`src/rtl/rr_bus_arbiter_if.sv`:
```
// Requester-side streams and shared channel of the round-robin bus arbiter.
// The arbiter takes the slave modport; the requester/consumer side takes master.
interface rr_bus_arbiter_if #(
  parameter int NR_REQ   = 8,
  parameter int DATA_LEN = 64,
  parameter int ID_LEN   = 3,
  parameter int CNT_LEN  = 8
);
  logic [NR_REQ-1:0]          req_valid;
  logic [NR_REQ-1:0]          req_last;
  logic [NR_REQ*DATA_LEN-1:0] req_data;
  logic [NR_REQ-1:0]          req_ready;
  logic                       out_valid;
  logic                       out_ready;
  logic [DATA_LEN-1:0]        out_data;
  logic                       out_last;
  logic [ID_LEN-1:0]          out_id;
  logic                       busy;
  logic [CNT_LEN-1:0]         beat_cnt;

  modport slave (
    input  req_valid,
    input  req_last,
    input  req_data,
    input  out_ready,
    output req_ready,
    output out_valid,
    output out_data,
    output out_last,
    output out_id,
    output busy,
    output beat_cnt
  );

  modport master (
    output req_valid,
    output req_last,
    output req_data,
    output out_ready,
    input  req_ready,
    input  out_valid,
    input  out_data,
    input  out_last,
    input  out_id,
    input  busy,
    input  beat_cnt
  );
endinterface

```
`src/rtl/rr_bus_arbiter.sv`:
```
// Burst-granular round-robin arbiter: NR_REQ valid/ready streams onto
// one channel, grant held until the beat carrying last is accepted.
module rr_bus_arbiter #(
  parameter int NR_REQ   = 8,
  parameter int DATA_LEN = 64,
  parameter int ID_LEN   = 3,
  parameter int CNT_LEN  = 8
) (
  input logic            clk,
  input logic            rst_n,
  rr_bus_arbiter_if.slave bus
);

  typedef enum logic [0:0] {
    IDLE = 1'b0,
    BUSY = 1'b1
  } state_t;

  state_t              state_q;
  state_t              state_d;
  logic [ID_LEN-1:0]   grant_q;
  logic [ID_LEN-1:0]   grant_d;
  logic [ID_LEN-1:0]   ptr_q;
  logic [ID_LEN-1:0]   ptr_d;
  logic [CNT_LEN-1:0]  cnt_q;
  logic [CNT_LEN-1:0]  cnt_d;
  logic [ID_LEN-1:0]   pick;
  logic [ID_LEN-1:0]   idx;
  logic                found;
  logic                xfer;
  logic                burst_end;
  logic [DATA_LEN-1:0] lane [NR_REQ];

  for (genvar n = 0; n < NR_REQ; n++) begin : g_lane
    assign lane[n] = bus.req_data[DATA_LEN*n +: DATA_LEN];
  end

  // ID_LEN-bit index wraps modulo NR_REQ, so the scan starts at ptr.
  always_comb begin
    pick  = ptr_q;
    found = 1'b0;
    idx   = '0;
    for (int i = 0; i < NR_REQ; i++) begin
      idx = ptr_q + ID_LEN'(i);
      if (!found && bus.req_valid[idx]) begin
        pick  = idx;
        found = 1'b1;
      end
    end
  end

  assign xfer = (state_q == BUSY)
              & bus.req_valid[grant_q]
              & bus.out_ready;

  assign burst_end = xfer & bus.req_last[grant_q];

  always_ff @(posedge clk or negedge rst_n) begin
    if (!rst_n) begin
      state_q <= IDLE;
      grant_q <= '0;
      ptr_q   <= '0;
      cnt_q   <= '0;
    end else begin
      state_q <= state_d;
      grant_q <= grant_d;
      ptr_q   <= ptr_d;
      cnt_q   <= cnt_d;
    end
  end

  always_comb begin
    state_d = state_q;
    grant_d = grant_q;
    ptr_d   = ptr_q;
    cnt_d   = cnt_q;
    unique case (state_q)
      IDLE: begin
        if (found) begin
          state_d = BUSY;
          grant_d = pick;
          cnt_d   = '0;
        end
      end
      BUSY: begin
        if (xfer && (cnt_q != '1)) begin
          cnt_d = cnt_q + CNT_LEN'(1);
        end
        if (burst_end) begin
          state_d = IDLE;
          ptr_d   = grant_q + ID_LEN'(1);
        end
      end
      default: state_d = IDLE;
    endcase
  end

  // Channel mux is keyed off the registered grant only; zero while idle.
  always_comb begin
    bus.req_ready = '0;
    bus.out_valid = 1'b0;
    bus.out_data  = '0;
    bus.out_last  = 1'b0;
    bus.out_id    = '0;
    bus.busy      = 1'b0;
    unique case (state_q)
      IDLE: begin
        bus.busy = 1'b0;
      end
      BUSY: begin
        bus.busy               = 1'b1;
        bus.out_id             = grant_q;
        bus.out_valid          = bus.req_valid[grant_q];
        bus.out_data           = lane[grant_q];
        bus.out_last           = bus.req_last[grant_q];
        bus.req_ready[grant_q] = bus.out_ready;
      end
      default: bus.busy = 1'b0;
    endcase
  end

  assign bus.beat_cnt = cnt_q;

endmodule

```
`src/flat_wrapper.sv`:
```
// flat-port wrapper written by rule: the top's interface ports become plain ports
module rr_bus_arbiter_flat 
#(
  parameter int NR_REQ   = 8,
  parameter int DATA_LEN = 64,
  parameter int ID_LEN   = 3,
  parameter int CNT_LEN  = 8
)
  (clk, rst_n, bus_req_valid, bus_req_last, bus_req_data, bus_out_ready, bus_req_ready, bus_out_valid, bus_out_data, bus_out_last, bus_out_id, bus_busy, bus_beat_cnt);
  rr_bus_arbiter_if #(.NR_REQ(NR_REQ), .DATA_LEN(DATA_LEN), .ID_LEN(ID_LEN), .CNT_LEN(CNT_LEN)) bus_i ();
  input logic clk;
  input logic rst_n;
  input wire logic [$bits(bus_i.req_valid)-1:0] bus_req_valid;
  input wire logic [$bits(bus_i.req_last)-1:0] bus_req_last;
  input wire logic [$bits(bus_i.req_data)-1:0] bus_req_data;
  input wire logic [$bits(bus_i.out_ready)-1:0] bus_out_ready;
  output wire logic [$bits(bus_i.req_ready)-1:0] bus_req_ready;
  output wire logic [$bits(bus_i.out_valid)-1:0] bus_out_valid;
  output wire logic [$bits(bus_i.out_data)-1:0] bus_out_data;
  output wire logic [$bits(bus_i.out_last)-1:0] bus_out_last;
  output wire logic [$bits(bus_i.out_id)-1:0] bus_out_id;
  output wire logic [$bits(bus_i.busy)-1:0] bus_busy;
  output wire logic [$bits(bus_i.beat_cnt)-1:0] bus_beat_cnt;
  assign bus_i.req_valid = bus_req_valid;
  assign bus_i.req_last = bus_req_last;
  assign bus_i.req_data = bus_req_data;
  assign bus_i.out_ready = bus_out_ready;
  assign bus_req_ready = bus_i.req_ready;
  assign bus_out_valid = bus_i.out_valid;
  assign bus_out_data = bus_i.out_data;
  assign bus_out_last = bus_i.out_last;
  assign bus_out_id = bus_i.out_id;
  assign bus_busy = bus_i.busy;
  assign bus_beat_cnt = bus_i.beat_cnt;
  rr_bus_arbiter #(.NR_REQ(NR_REQ), .DATA_LEN(DATA_LEN), .ID_LEN(ID_LEN), .CNT_LEN(CNT_LEN)) u_core (.clk(clk), .rst_n(rst_n), .bus(bus_i));
endmodule
```
`config.mk`:
```
export PLATFORM = sky130hd
export DESIGN_NAME = rr_bus_arbiter_flat
export DESIGN_NICKNAME = d
export VERILOG_FILES = /design/src/rtl/rr_bus_arbiter_if.sv /design/src/rtl/rr_bus_arbiter.sv /design/src/flat_wrapper.sv
export SDC_FILE = /design/constraint.sdc
export NUM_CORES = 1
export LEC_CHECK = 0
export ABC_AREA = 1
export CORE_AREA = 3 3 241 243
export DETAILED_ROUTE_END_ITERATION = 10
export DIE_AREA = 0 0 244 246
export GPL_TIMING_DRIVEN = 1
export PLACE_DENSITY = 0.35
export SYNTH_ARGS = -nofsm -noshare
export SYNTH_HDL_FRONTEND = slang
export SYNTH_SLANG_ARGS = --single-unit
export TNS_END_PERCENT = 100
```
`constraint.sdc`:
```
create_clock -name clk -period 5 [get_ports clk]
set_input_delay 1 -clock clk [delete_from_list [all_inputs] [get_ports clk]]
set_output_delay 1 -clock clk [all_outputs]
set_load 0.02 [all_outputs]
```
== Yosys cells after proc, flatten, opt, wreduce, memory -nomap -nowiden ==
Cells that the tools add are included.
Widths: inputs -> output; s select.

* Latch bits: 0
* Logic and storage cells: 104
* Memories kept: 0
* Bits in registers: 15
* Bits of input ports: 531
* RAM bits: 0
* Output and inout port bits: 86
* Memory bits (read-only): 0

* Equal/unequal tests: 3
* Bitwise gates (word level): 6
* $lt $le $gt $ge: 11
* Multiplexer cells: 52
* $add $sub $neg: 9
* Reductions and logical operators: 19
* $mul: 0
* Shifts and indexed selects: 0
* Divide/modulo/power cells: 0

{| class="wikitable"
|+ Operators with widths
! cell !! count
|-
| $bmux 64 s3 || 1
|-
| $mux 64 || 3
|-
| $lt 3x4->1 const B || 9
|-
| $bmux 1 s3 || 10
|-
| $mux 3 || 8
|-
| $mux 8 || 3
|-
| $mux 1 || 23
|-
| $pmux 8 s2 || 1
|-
| $add 3x3->3 const B || 4
|-
| $logic_and 1x1->1 || 9
|-
| $add 8x1->8 const B || 1
|-
| $and 8x8->8 || 1
|-
| $ne 8x8->1 const B || 1
|-
| $logic_not 1->1 || 7
|-
| $add 3x1->3 const B || 2
|-
| $add 3x2->3 const B || 2
|-
| $reduce_and 2->1 || 3
|-
| $ge 4x4->1 const B || 1
|-
| $not 3->4 || 1
|-
| $pmux 1 s2 || 2
|-
| $and 1x1->1 || 3
|-
| $demux 1 s3 || 1
|-
| $ge 3x1->1 const B || 1
|-
| $ne 2x1->1 const B || 1
|-
| 2 further kinds || 2
|}

== Depth between registers and ports, before layout ==
Gate-level depths: netlist of the first run.

* Depth after elaboration: 26
* Gate-level depth with buffers: 18

== Worst setup path before layout of the first run ==
OpenSTA, ideal clock, no wires.

* Path type: flip-flop to output port
* From: register u_core.grant_q[0]
* To: output bus_out_data[62]
* Stages on the path, launching flop included: 7
* Setup slack: 2.176 ns
* Arrival time: 1.824 ns
* Path through: dfrtp_1 -> inv_1 -> clkbuf_1 -> clkbuf_1 -> clkbuf_1 -> a211oi_1 -> a311oi_1

* Cells in the longest elaborated chain, start to end: 5

{| class="wikitable"
|+ RTL lines
! what !! RTL line !! RTL
|-
| start: declaration || rr_bus_arbiter.sv:21 || <nowiki>logic [ID_LEN-1:0] grant_q;</nowiki>
|-
| start signal: assignment || rr_bus_arbiter.sv:66 || <nowiki>grant_q <= grant_d;</nowiki>
|-
| $not 3->4 (implied by the code) || rr_bus_arbiter.sv:114 || <nowiki>bus.out_data = lane[grant_q];</nowiki>
|-
| $bmux 64 s3 || rr_bus_arbiter.sv:114 ||
|-
| $mux 64 (implied by the code) (2 in a row) || rr_bus_arbiter.sv:114 ||
|-
| $mux 64 || rr_bus_arbiter.sv:106 || <nowiki>unique case (state_q)</nowiki>
|-
| end: declaration || flat_wrapper.sv:19 || <nowiki>output wire logic [$bits(bus_i.out_data)-1:0] bus_out_data;</nowiki>
|}

No other way between the ends. The select of a mux whose other input is x is not followed.

== Worst setup path after layout of the first run ==
* From: register u_core.grant_q[1]
* To: output bus_out_data[9]

The elaborated chain is that of the path after synthesis.

==> impl_metrics.prom, run 1 <==
# TYPE chip_impl_metric gauge
chip_impl_metric{name="leakagePower",unit="nW"} 4.810
chip_impl_metric{name="report.final.slew_viol_count",unit=""} 0
chip_impl_metric{name="gr-usage-all-layers",unit="%"} 16.55
chip_impl_metric{name="finalClockSkew",unit="ns"} 0.003037
chip_impl_metric{name="post-route-drc-count",unit=""} 0
chip_impl_metric{name="synthCells",unit=""} 1212
chip_impl_metric{name="filler_cell_count",unit=""} 6614
chip_impl_metric{name="power.density_cell_area",unit="mW/mm2"} 476.5
chip_impl_metric{name="die-height",unit="um"} 246
chip_impl_metric{name="floorplan.initialDensity",unit="%"} 10.40
chip_impl_info{name="critPathLaunch",value="u_core.grant_q[1]$_DFFE_PN0P_"} 1
chip_impl_metric{name="power.clock.fraction",unit="%"} 2.6
chip_impl_metric{name="number_of_antenna_violations_at_the_first_check_in_global_routing",unit=""} 12
chip_impl_metric{name="post_cts_hold_buffer_count",unit=""} 0
chip_impl_metric{name="netSwitchingPower",unit="mW"} 3.640
chip_impl_metric{name="max-slew-margin-rel",unit="%"} 48.76
chip_impl_metric{name="met2WireLength",unit="mm"} 26.97
chip_impl_metric{name="power.combinational.fraction",unit="%"} 92.6
chip_impl_metric{name="die_area",unit="mm2"} 0.06002
chip_impl_metric{name="clk_transition_reported_paths",unit="ns"} 0.05
chip_impl_metric{name="clock_tree.htree_level_count",unit=""} 1
chip_impl_metric{name="critPathRequiredTime",unit="ns"} 4.00
chip_impl_metric{name="switching_share",unit="%"} 59.55
chip_impl_metric{name="setup_total_negative_slack",unit="ns"} 0
chip_impl_metric{name="portBuffers",unit=""} 616
chip_impl_info{name="cts_root_buffer",value="sky130_fd_sc_hd__clkbuf_16"} 1
chip_impl_metric{name="layout-drive-gt1-share",unit="%"} 2.975
chip_impl_metric{name="power_report.internal_total",unit="mW"} 2.473
chip_impl_metric{name="post_synth_edffs",unit=""} 0
chip_impl_info{name="timing.critical_path.to_type",value="output pin"} 1
chip_impl_info{name="critical_path.reg2reg.endpoint",value="u_core.bus.beat_cnt[5]$_DFFE_PN0P_"} 1
chip_impl_metric{name="detailroute.wirelength.met3",unit="mm"} 4.700
chip_impl_metric{name="hold_viol",unit=""} 0
chip_impl_metric{name="max_slew.worst_pin.slew",unit="ns"} 0.7679
chip_impl_metric{name="drt-wirelength-per-cell",unit="um"} 21.33
chip_impl_metric{name="max_freq",unit="MHz"} 237.9
chip_impl_metric{name="async_reset_ff_share",unit="%"} 100.0
chip_impl_info{name="cts_tree",value="built"} 1
chip_impl_metric{name="post_cts.repair.setup_buffers",unit=""} 0
chip_impl_metric{name="setup_violations",unit=""} 0
chip_impl_metric{name="synth_area",unit="mm2"} 0.005841
chip_impl_metric{name="syn_area_per_cell",unit="um2"} 4.819
chip_impl_metric{name="die-width",unit="um"} 244
chip_impl_metric{name="gp_congestion",unit=""} 0.9426
chip_impl_metric{name="netlist-cell-type-count",unit=""} 35
chip_impl_metric{name="sequential_area_share_after_synthesis",unit="%"} 6.427
chip_impl_metric{name="detail_route.wirelength.met1",unit="mm"} 21.37
chip_impl_metric{name="final.period_utilization",unit="%"} 84.06
chip_impl_metric{name="vias_in_the_first_global_route",unit=""} 10700
chip_impl_info{name="startpoint_class_of_the_critical_path",value="register"} 1
chip_impl_metric{name="cts.path.max_buffers",unit=""} 2
chip_impl_metric{name="fin_nets",unit=""} 2284
chip_impl_info{name="outcome",value="finished, final reports clean"} 1
chip_impl_metric{name="irDropWorstVdd",unit="mV"} 0.2078
chip_impl_info{name="regToRegStartpoint",value="u_core.ptr_q[0]$_DFFE_PN0P_"} 1
chip_impl_metric{name="r2r.worst_path.cells",unit=""} 14
chip_impl_metric{name="syn_nets",unit=""} 1747
chip_impl_info{name="crit_path_to",value="bus_out_data[9]"} 1
chip_impl_metric{name="rows",unit=""} 87
chip_impl_metric{name="p_total",unit="mW"} 6.113
chip_impl_metric{name="detailedRoute.firstIterationViolations",unit=""} 469
chip_impl_metric{name="area_growth_syn_to_layout",unit="%"} 119.6
chip_impl_info{name="hold_class",value="register to register"} 1
chip_impl_metric{name="worst_skew_pair.late_latency",unit="ns"} 0.24
chip_impl_info{name="topRoutingLayerUsed",value="met5"} 1
chip_impl_metric{name="post_cts_resized",unit=""} 0
chip_impl_metric{name="grt_max_degree",unit=""} 112
chip_impl_metric{name="postSynthRegisterBits",unit=""} 15
chip_impl_metric{name="sequentialPowerShare",unit="%"} 4.8
chip_impl_metric{name="via_count",unit=""} 10370
chip_impl_metric{name="drtPass1Iterations",unit=""} 5
chip_impl_metric{name="worst-path-max-fanout",unit=""} 30
chip_impl_metric{name="grt_overflow",unit=""} 0
chip_impl_metric{name="drtAntennaViolNets",unit=""} 0
chip_impl_metric{name="viasPerCell",unit=""} 4.136
chip_impl_info{name="ys.flop_type",value="sky130_fd_sc_hd__dfrtp_1"} 1
chip_impl_info{name="setup_repair_after_global_routing_missed_its_margin",value="false"} 1
chip_impl_metric{name="yosysWarnings",unit=""} 0
chip_impl_metric{name="grt_pass1_wl",unit="mm"} 74.69
chip_impl_metric{name="dpl.hpwl",unit="mm"} 43.39
chip_impl_metric{name="post-route-min-period",unit="ns"} 4.203
chip_impl_metric{name="cap_violations",unit=""} 0
chip_impl_info{name="worstSetupPathType",value="register to output pin"} 1
chip_impl_metric{name="worst_path_arrival",unit="ns"} 3.20
chip_impl_metric{name="coreArea",unit="mm2"} 0.05617
chip_impl_metric{name="regToRegSetupSlack",unit="ns"} 2.04
chip_impl_metric{name="io_pins",unit=""} 617
chip_impl_metric{name="clk_sink_count",unit=""} 15
chip_impl_metric{name="totalWireLength",unit="mm"} 53.49
chip_impl_metric{name="cts_inserted_buffers",unit=""} 3
[flip-flops by register name, indices dropped and copies added, names as in the netlist]
name and flops:
u_core.grant_q 3, u_core.state_q 1, u_core.bus.beat_cnt 8, u_core.ptr_q 3
[worst max-delay path: stages (launching register included)]
cell and delay (ns):
sky130_fd_sc_hd__dfrtp_1 0.46, sky130_fd_sc_hd__nor2_1 0.28, sky130_fd_sc_hd__clkinv_2 0.51, sky130_fd_sc_hd__buf_12 0.38, sky130_fd_sc_hd__nor2_1 0.16, sky130_fd_sc_hd__o21ai_0 0.12
sky130_fd_sc_hd__a41oi_1 0.34, sky130_fd_sc_hd__clkdlybuf4s50_1 0.67
[placed cells by master, fill, tap and decap left out, drive strengths merged]
| master | count |
|---|---|
| nand3 | 48 |
| o21ai | 266 |
| a311oi | 1 |
| nand4 | 4 |
| nand3b | 2 |
| xnor2 | 3 |
| a22o | 1 |
| clkbuf | 3 |
| inv | 25 |
| a211oi | 1 |
| o21bai | 1 |
| nor2 | 550 |
| clkinv | 4 |
| ha | 4 |
| dfrtp | 15 |
| a41oi | 63 |
| xor2 | 6 |
| nor3 | 3 |
| nor4 | 1 |
| a21oi | 3 |
| nand2 | 108 |
| nor3b | 2 |
| diode | 4 |
| o22ai | 2 |
| clkdlybuf4s50 | 616 |
| buf | 16 |
[through the flow]
stage                     hold slack, ns  util (%)  setup WS, ns  cell area [um2]  instances
after floorplan                   0.5478         -         2.176             5841       1212
after global placement            0.5328     22.68        0.8987            12740       2500
after detailed placement          0.5287     22.68        0.8986            12740       2500
after CTS                         0.5357     22.82        0.6451            12820       2504
after global routing              0.5633     22.83        0.4839            12820       2506
final                             0.5349     22.84        0.7972            12830       2508
[power by group through the flow]
stage | logic, mW | clock network [mW] | registers (mW)
2_1_floorplan | 3.21 | 0 | 0.212
3_3_place_gp | 5.77 | 0 | 0.302
3_5_place_dp | 5.76 | 0 | 0.302
4_1_cts | 5.78 | 0.164 | 0.300
5_1_grt | 6.21 | 0.169 | 0.310
6_report | 5.66 | 0.158 | 0.295
[cells in the mapped netlist, types with 2 or more instances]
library cell / n / area [um2]
sky130_fd_sc_hd__buf_2: 5 / 25.02
sky130_fd_sc_hd__clkbuf_1: 74 / 277.8
sky130_fd_sc_hd__nand3_2: 3 / 30.03
sky130_fd_sc_hd__buf_6: 3 / 33.78
sky130_fd_sc_hd__xnor2_1: 3 / 26.28
sky130_fd_sc_hd__nand4_1: 3 / 18.77
sky130_fd_sc_hd__nor3_1: 2 / 10.01
sky130_fd_sc_hd__o21ai_0: 262 / 1311
sky130_fd_sc_hd__nand3b_1: 2 / 15.01
sky130_fd_sc_hd__nor2_1: 548 / 2057
sky130_fd_sc_hd__nand2_1: 98 / 367.9
sky130_fd_sc_hd__buf_1: 18 / 67.56
sky130_fd_sc_hd__inv_1: 22 / 82.58
sky130_fd_sc_hd__dfrtp_1: 15 / 375.4
sky130_fd_sc_hd__inv_2: 6 / 22.52
sky130_fd_sc_hd__a41oi_1: 63 / 551.8
sky130_fd_sc_hd__nand3_1: 45 / 225.2
sky130_fd_sc_hd__nand2_2: 9 / 56.30
sky130_fd_sc_hd__ha_1: 4 / 50.05
sky130_fd_sc_hd__a21oi_1: 3 / 15.01
sky130_fd_sc_hd__o21ai_1: 4 / 20.02
sky130_fd_sc_hd__o22ai_1: 2 / 12.51
sky130_fd_sc_hd__xor2_1: 6 / 52.55
[final cells by class]
type                       instances  area, um2  share of cell area [%]
multi-input combinational       1069       4964                   38.69
sequential                        15      379.1                   2.955
clock inverter                     1      5.005                 0.03901
timing repair buffer             632       6336                   49.39
tap                              756      945.9                   7.373
inverter                          28      113.9                  0.8875
clock buffer                       3      75.07                  0.5852
antenna                            4      10.01                 0.07803
[cells by family after synthesis]
logic type | after synthesis | synth area share (%)
and+or+nand+nor | 718 | 49.31
xor gates and xnor gates | 9 | 1.350
AOI/OAI and AO/OA | 338 | 33.33
adders and majority gates | 4 | 0.8569
DFF | 15 | 6.427
buffers and inverters | 128 | 8.719
[worst min-delay path by stage]
stage	start	to	slack (ns)	cells past startpoint
final	u_core.bus.beat_cnt[0]$_DFFE_PN0P_	u_core.bus.beat_cnt[0]$_DFFE_PN0P_	0.53	1
after global routing	u_core.bus.beat_cnt[0]$_DFFE_PN0P_	u_core.bus.beat_cnt[0]$_DFFE_PN0P_	0.56	1
after CTS	u_core.bus.beat_cnt[0]$_DFFE_PN0P_	u_core.bus.beat_cnt[0]$_DFFE_PN0P_	0.54	1
after detailed placement	u_core.bus.beat_cnt[0]$_DFFE_PN0P_	u_core.bus.beat_cnt[0]$_DFFE_PN0P_	0.53	1
after global placement	u_core.bus.beat_cnt[0]$_DFFE_PN0P_	u_core.bus.beat_cnt[0]$_DFFE_PN0P_	0.53	1
after floorplan	u_core.grant_q[1]$_DFFE_PN0P_	u_core.grant_q[1]$_DFFE_PN0P_	0.55	2
[metal layers]
layer / global-route usage, % / vias up
li1: - / 5137
met1: 19.30 / 4736
met2: 30.78 / 466
met3: 4.898 / 30
met4: 1.625 / 4
met5: 0 / -
(Power assumes the default switching activity.)
==> run 2, diff against run 1 <==
--- a/config.mk
+++ b/config.mk
@@ -10,7 +10,7 @@
 export DETAILED_ROUTE_END_ITERATION = 10
 export DIE_AREA = 0 0 244 246
 export GPL_TIMING_DRIVEN = 1
-export PLACE_DENSITY = 0.35
+export PLACE_DENSITY = 0.36
 export SYNTH_ARGS = -nofsm -noshare
 export SYNTH_HDL_FRONTEND = slang
 export SYNTH_SLANG_ARGS = --single-unit
==> constraint.sdc (replaced) <==
create_clock -name clk -period 3.6 [get_ports clk]
set_input_delay 0.72 -clock clk [delete_from_list [all_inputs] [get_ports clk]]
set_output_delay 0.72 -clock clk [all_outputs]
set_load 0.02 [all_outputs]
==> run 2 against run 1 <==
Register-to-register slack got worse by 1.4 ns. Setup slack worse by 0.67 ns. Combinational power up 49%. Cell count grew 1.2%. Largest power group unchanged.
==> impl_metrics.prom, run 2 (same netlist as run 1, synthesis figures left out) <==
# TYPE chip_impl_metric gauge
chip_impl_metric{name="detailed_place.area",unit="mm2"} 0.01303
chip_impl_metric{name="vias_in_the_first_global_route",unit=""} 10760
chip_impl_metric{name="report.final.slew_viol_count",unit=""} 0
chip_impl_metric{name="grt_max_degree",unit=""} 84
chip_impl_info{name="regToRegStartpoint",value="u_core.ptr_q[1]$_DFFE_PN0P_"} 1
chip_impl_metric{name="fin_nets",unit=""} 2312
chip_impl_metric{name="timing.hold.ws",unit="ns"} 0.5466
chip_impl_metric{name="pre_cts_ws",unit="ns"} -0.08653
chip_impl_metric{name="drt-wirelength-per-cell",unit="um"} 21.45
chip_impl_info{name="hold_class",value="register to register"} 1
chip_impl_metric{name="cap_violations",unit=""} 0
chip_impl_info{name="most-common-layout-cells",value="sky130_fd_sc_hd__clkdlybuf4s50_1 (614), sky130_fd_sc_hd__nor2_1 (547), sky130_fd_sc_hd__o21ai_0 (262), sky130_fd_sc_hd__nand2_1 (97), sky130_fd_sc_hd__a41oi_1 (62)"} 1
chip_impl_info{name="most_common_library_cell_in_the_layout_ignoring_fill_and_taps",value="sky130_fd_sc_hd__clkdlybuf4s50_1"} 1
chip_impl_metric{name="worst-path-max-fanout",unit=""} 46
chip_impl_metric{name="clock_tree.htree_level_count",unit=""} 1
chip_impl_metric{name="worst_slack",unit="ns"} 0.1226
chip_impl_metric{name="die-width",unit="um"} 244
chip_impl_metric{name="floorplan.initialDensity",unit="%"} 10.40
chip_impl_metric{name="dpl.hpwl",unit="mm"} 44.22
chip_impl_info{name="setup_repair_after_global_routing_missed_its_margin",value="false"} 1
chip_impl_metric{name="max-slew-margin-rel",unit="%"} 51.43
chip_impl_info{name="critPathLaunch",value="u_core.grant_q[0]$_DFFE_PN0P_"} 1
chip_impl_info{name="worstSetupPathType",value="register to output pin"} 1
chip_impl_metric{name="worst_path_arrival",unit="ns"} 2.76
chip_impl_info{name="hp-start",value="u_core.bus.beat_cnt[0]$_DFFE_PN0P_"} 1
chip_impl_info{name="startpoint_class_of_the_critical_path",value="register"} 1
chip_impl_metric{name="design_area",unit="mm2"} 0.01318
chip_impl_metric{name="final.period_utilization",unit="%"} 96.59
chip_impl_metric{name="cts_inserted_buffers",unit=""} 3
chip_impl_metric{name="totalWireLength",unit="mm"} 54.46
chip_impl_metric{name="grt_pass1_wl",unit="mm"} 75.49
chip_impl_info{name="outcome",value="finished, final reports clean"} 1
chip_impl_metric{name="drtAntennaViolNets",unit=""} 0
chip_impl_metric{name="max_freq",unit="MHz"} 287.6
chip_impl_metric{name="gp_congestion",unit=""} 0.9252
chip_impl_metric{name="critPathRequiredTime",unit="ns"} 2.88
chip_impl_metric{name="viasPerCell",unit=""} 4.137
chip_impl_metric{name="gr-usage-all-layers",unit="%"} 16.84
chip_impl_metric{name="post_cts.repair.setup_buffers",unit=""} 0
chip_impl_metric{name="finalClockSkew",unit="ns"} 0.004299
chip_impl_metric{name="max_slew.worst_pin.slew",unit="ns"} 0.7263
chip_impl_info{name="cts_tree",value="built"} 1
chip_impl_metric{name="clk_transition_reported_paths",unit="ns"} 0.05
chip_impl_metric{name="via_count",unit=""} 10500
chip_impl_metric{name="portBuffers",unit=""} 616
chip_impl_metric{name="drtPass1Iterations",unit=""} 4
chip_impl_metric{name="detailedRoute.firstIterationViolations",unit=""} 525
chip_impl_metric{name="filler_cell_count",unit=""} 6567
chip_impl_metric{name="worst_skew_pair.late_latency",unit="ns"} 0.24
chip_impl_metric{name="leakagePower",unit="nW"} 5.006
chip_impl_metric{name="grt_overflow",unit=""} 0
chip_impl_metric{name="number_of_antenna_violations_at_the_first_check_in_global_routing",unit=""} 14
chip_impl_metric{name="die_area",unit="mm2"} 0.06002
chip_impl_metric{name="postLayoutCoreUtil",unit="%"} 23.46
chip_impl_metric{name="post-route-drc-count",unit=""} 0
chip_impl_metric{name="power.density_cell_area",unit="mW/mm2"} 682.5
chip_impl_metric{name="post_cts_hold_buffer_count",unit=""} 0
chip_impl_metric{name="cts.path.max_buffers",unit=""} 2
chip_impl_metric{name="die-height",unit="um"} 246
chip_impl_metric{name="p_total",unit="mW"} 8.995
chip_impl_metric{name="setup_total_negative_slack",unit="ns"} 0
chip_impl_metric{name="coreArea",unit="mm2"} 0.05617
chip_impl_info{name="timing.critical_path.to_type",value="output pin"} 1
chip_impl_metric{name="largest_reg_flops",unit=""} 8
chip_impl_metric{name="post-route-min-period",unit="ns"} 3.477
chip_impl_info{name="cts_root_buffer",value="sky130_fd_sc_hd__clkbuf_16"} 1
chip_impl_metric{name="non_filler_instance_count_after_layout",unit=""} 2539
chip_impl_metric{name="io_pins",unit=""} 617
chip_impl_metric{name="area_growth_syn_to_layout",unit="%"} 125.6
chip_impl_metric{name="place.detailed.instances",unit=""} 2527
chip_impl_metric{name="rows",unit=""} 87
chip_impl_metric{name="layout-drive-gt1-share",unit="%"} 4.617
chip_impl_metric{name="hold_viol",unit=""} 0
chip_impl_metric{name="irDropWorstVdd",unit="mV"} 0.2794
chip_impl_metric{name="regToRegSetupSlack",unit="ns"} 0.64
chip_impl_metric{name="clk_sink_count",unit=""} 15
chip_impl_metric{name="setup_violations",unit=""} 0
## run 2: cell count changes in the layout (fill, tap and decap cells not counted), sizes merged
cell,delta
buf,+28
bufbuf,+1
clkbuf,+1
clkdlybuf4s50,-2
clkinv,-2
diode,+3
dlymetal6s2s,+1
inv,+1
## run 2: worst max-delay path, cell delays in order (launching register included)
cell                              delay [ns]
sky130_fd_sc_hd__dfrtp_4                0.57
sky130_fd_sc_hd__buf_16                 0.20
sky130_fd_sc_hd__nor2_1                 0.45
sky130_fd_sc_hd__nor2_4                 0.11
sky130_fd_sc_hd__o21ai_0                0.13
sky130_fd_sc_hd__a41oi_2                0.22
sky130_fd_sc_hd__buf_4                  0.19
sky130_fd_sc_hd__clkdlybuf4s50_1        0.54
## run 2: path summary, 6_finish.rpt
| check | end | depth (start not counted) |
|---|---|---|
| worst min register to register | u_core.bus.beat_cnt[0]$_DFFE_PN0P_ | 1 |
| min in group asynchronous | u_core.bus.beat_cnt[0]$_DFFE_PN0P_ | 1 |
| worst max-delay path | bus_out_data[4] | 7 |
| max in group asynchronous | u_core.grant_q[0]$_DFFE_PN0P_ | 1 |
| worst max register to register | u_core.bus.beat_cnt[3]$_DFFE_PN0P_ | 14 |
| worst min-delay path | u_core.bus.beat_cnt[0]$_DFFE_PN0P_ | 1 |
## run 2: what timing repair did
action | CTS | global route
resized for setup | 3 | 2
cloned | 1 | 0
endpoints found under the hold margin | 0 | 0
setup endpoints to repair | 1 | 2
## run 2: layout make-up
| cell class | count | area [um2] | share of cell area (%) |
|---|---|---|---|
| timing repair buffer | 660 | 6666 | 50.58 |
| multi-input combinational | 1069 | 4979 | 37.78 |
| tap | 756 | 945.9 | 7.177 |
| sequential | 15 | 379.1 | 2.877 |
| inverter | 28 | 112.6 | 0.8545 |
| clock buffer | 4 | 78.83 | 0.5981 |
| antenna | 7 | 17.52 | 0.1329 |
## run 2: routing by layer
metal | track usage [%] | wire length (um) | vias to the layer above
li1 | - | - | 5194
met1 | 19.87 | 22040 | 4765
met2 | 30.37 | 26680 | 493
met3 | 4.462 | 4468 | 48
met4 | 3.861 | 1248 | 4
met5 | 0 | 27 | -
## run 2: power breakdown
| part | leakage (nW) | switching [mW] | total, mW | internal, mW |
|---|---|---|---|---|
| Combinational | 4.78 | 5.09 | 8.45 | 3.35 |
| Clock | 0.0382 | 0.0657 | 0.216 | 0.150 |
| Sequential | 0.191 | 0.109 | 0.334 | 0.225 |
| Total | 5.01 | 5.27 | 8.99 | 3.73 |
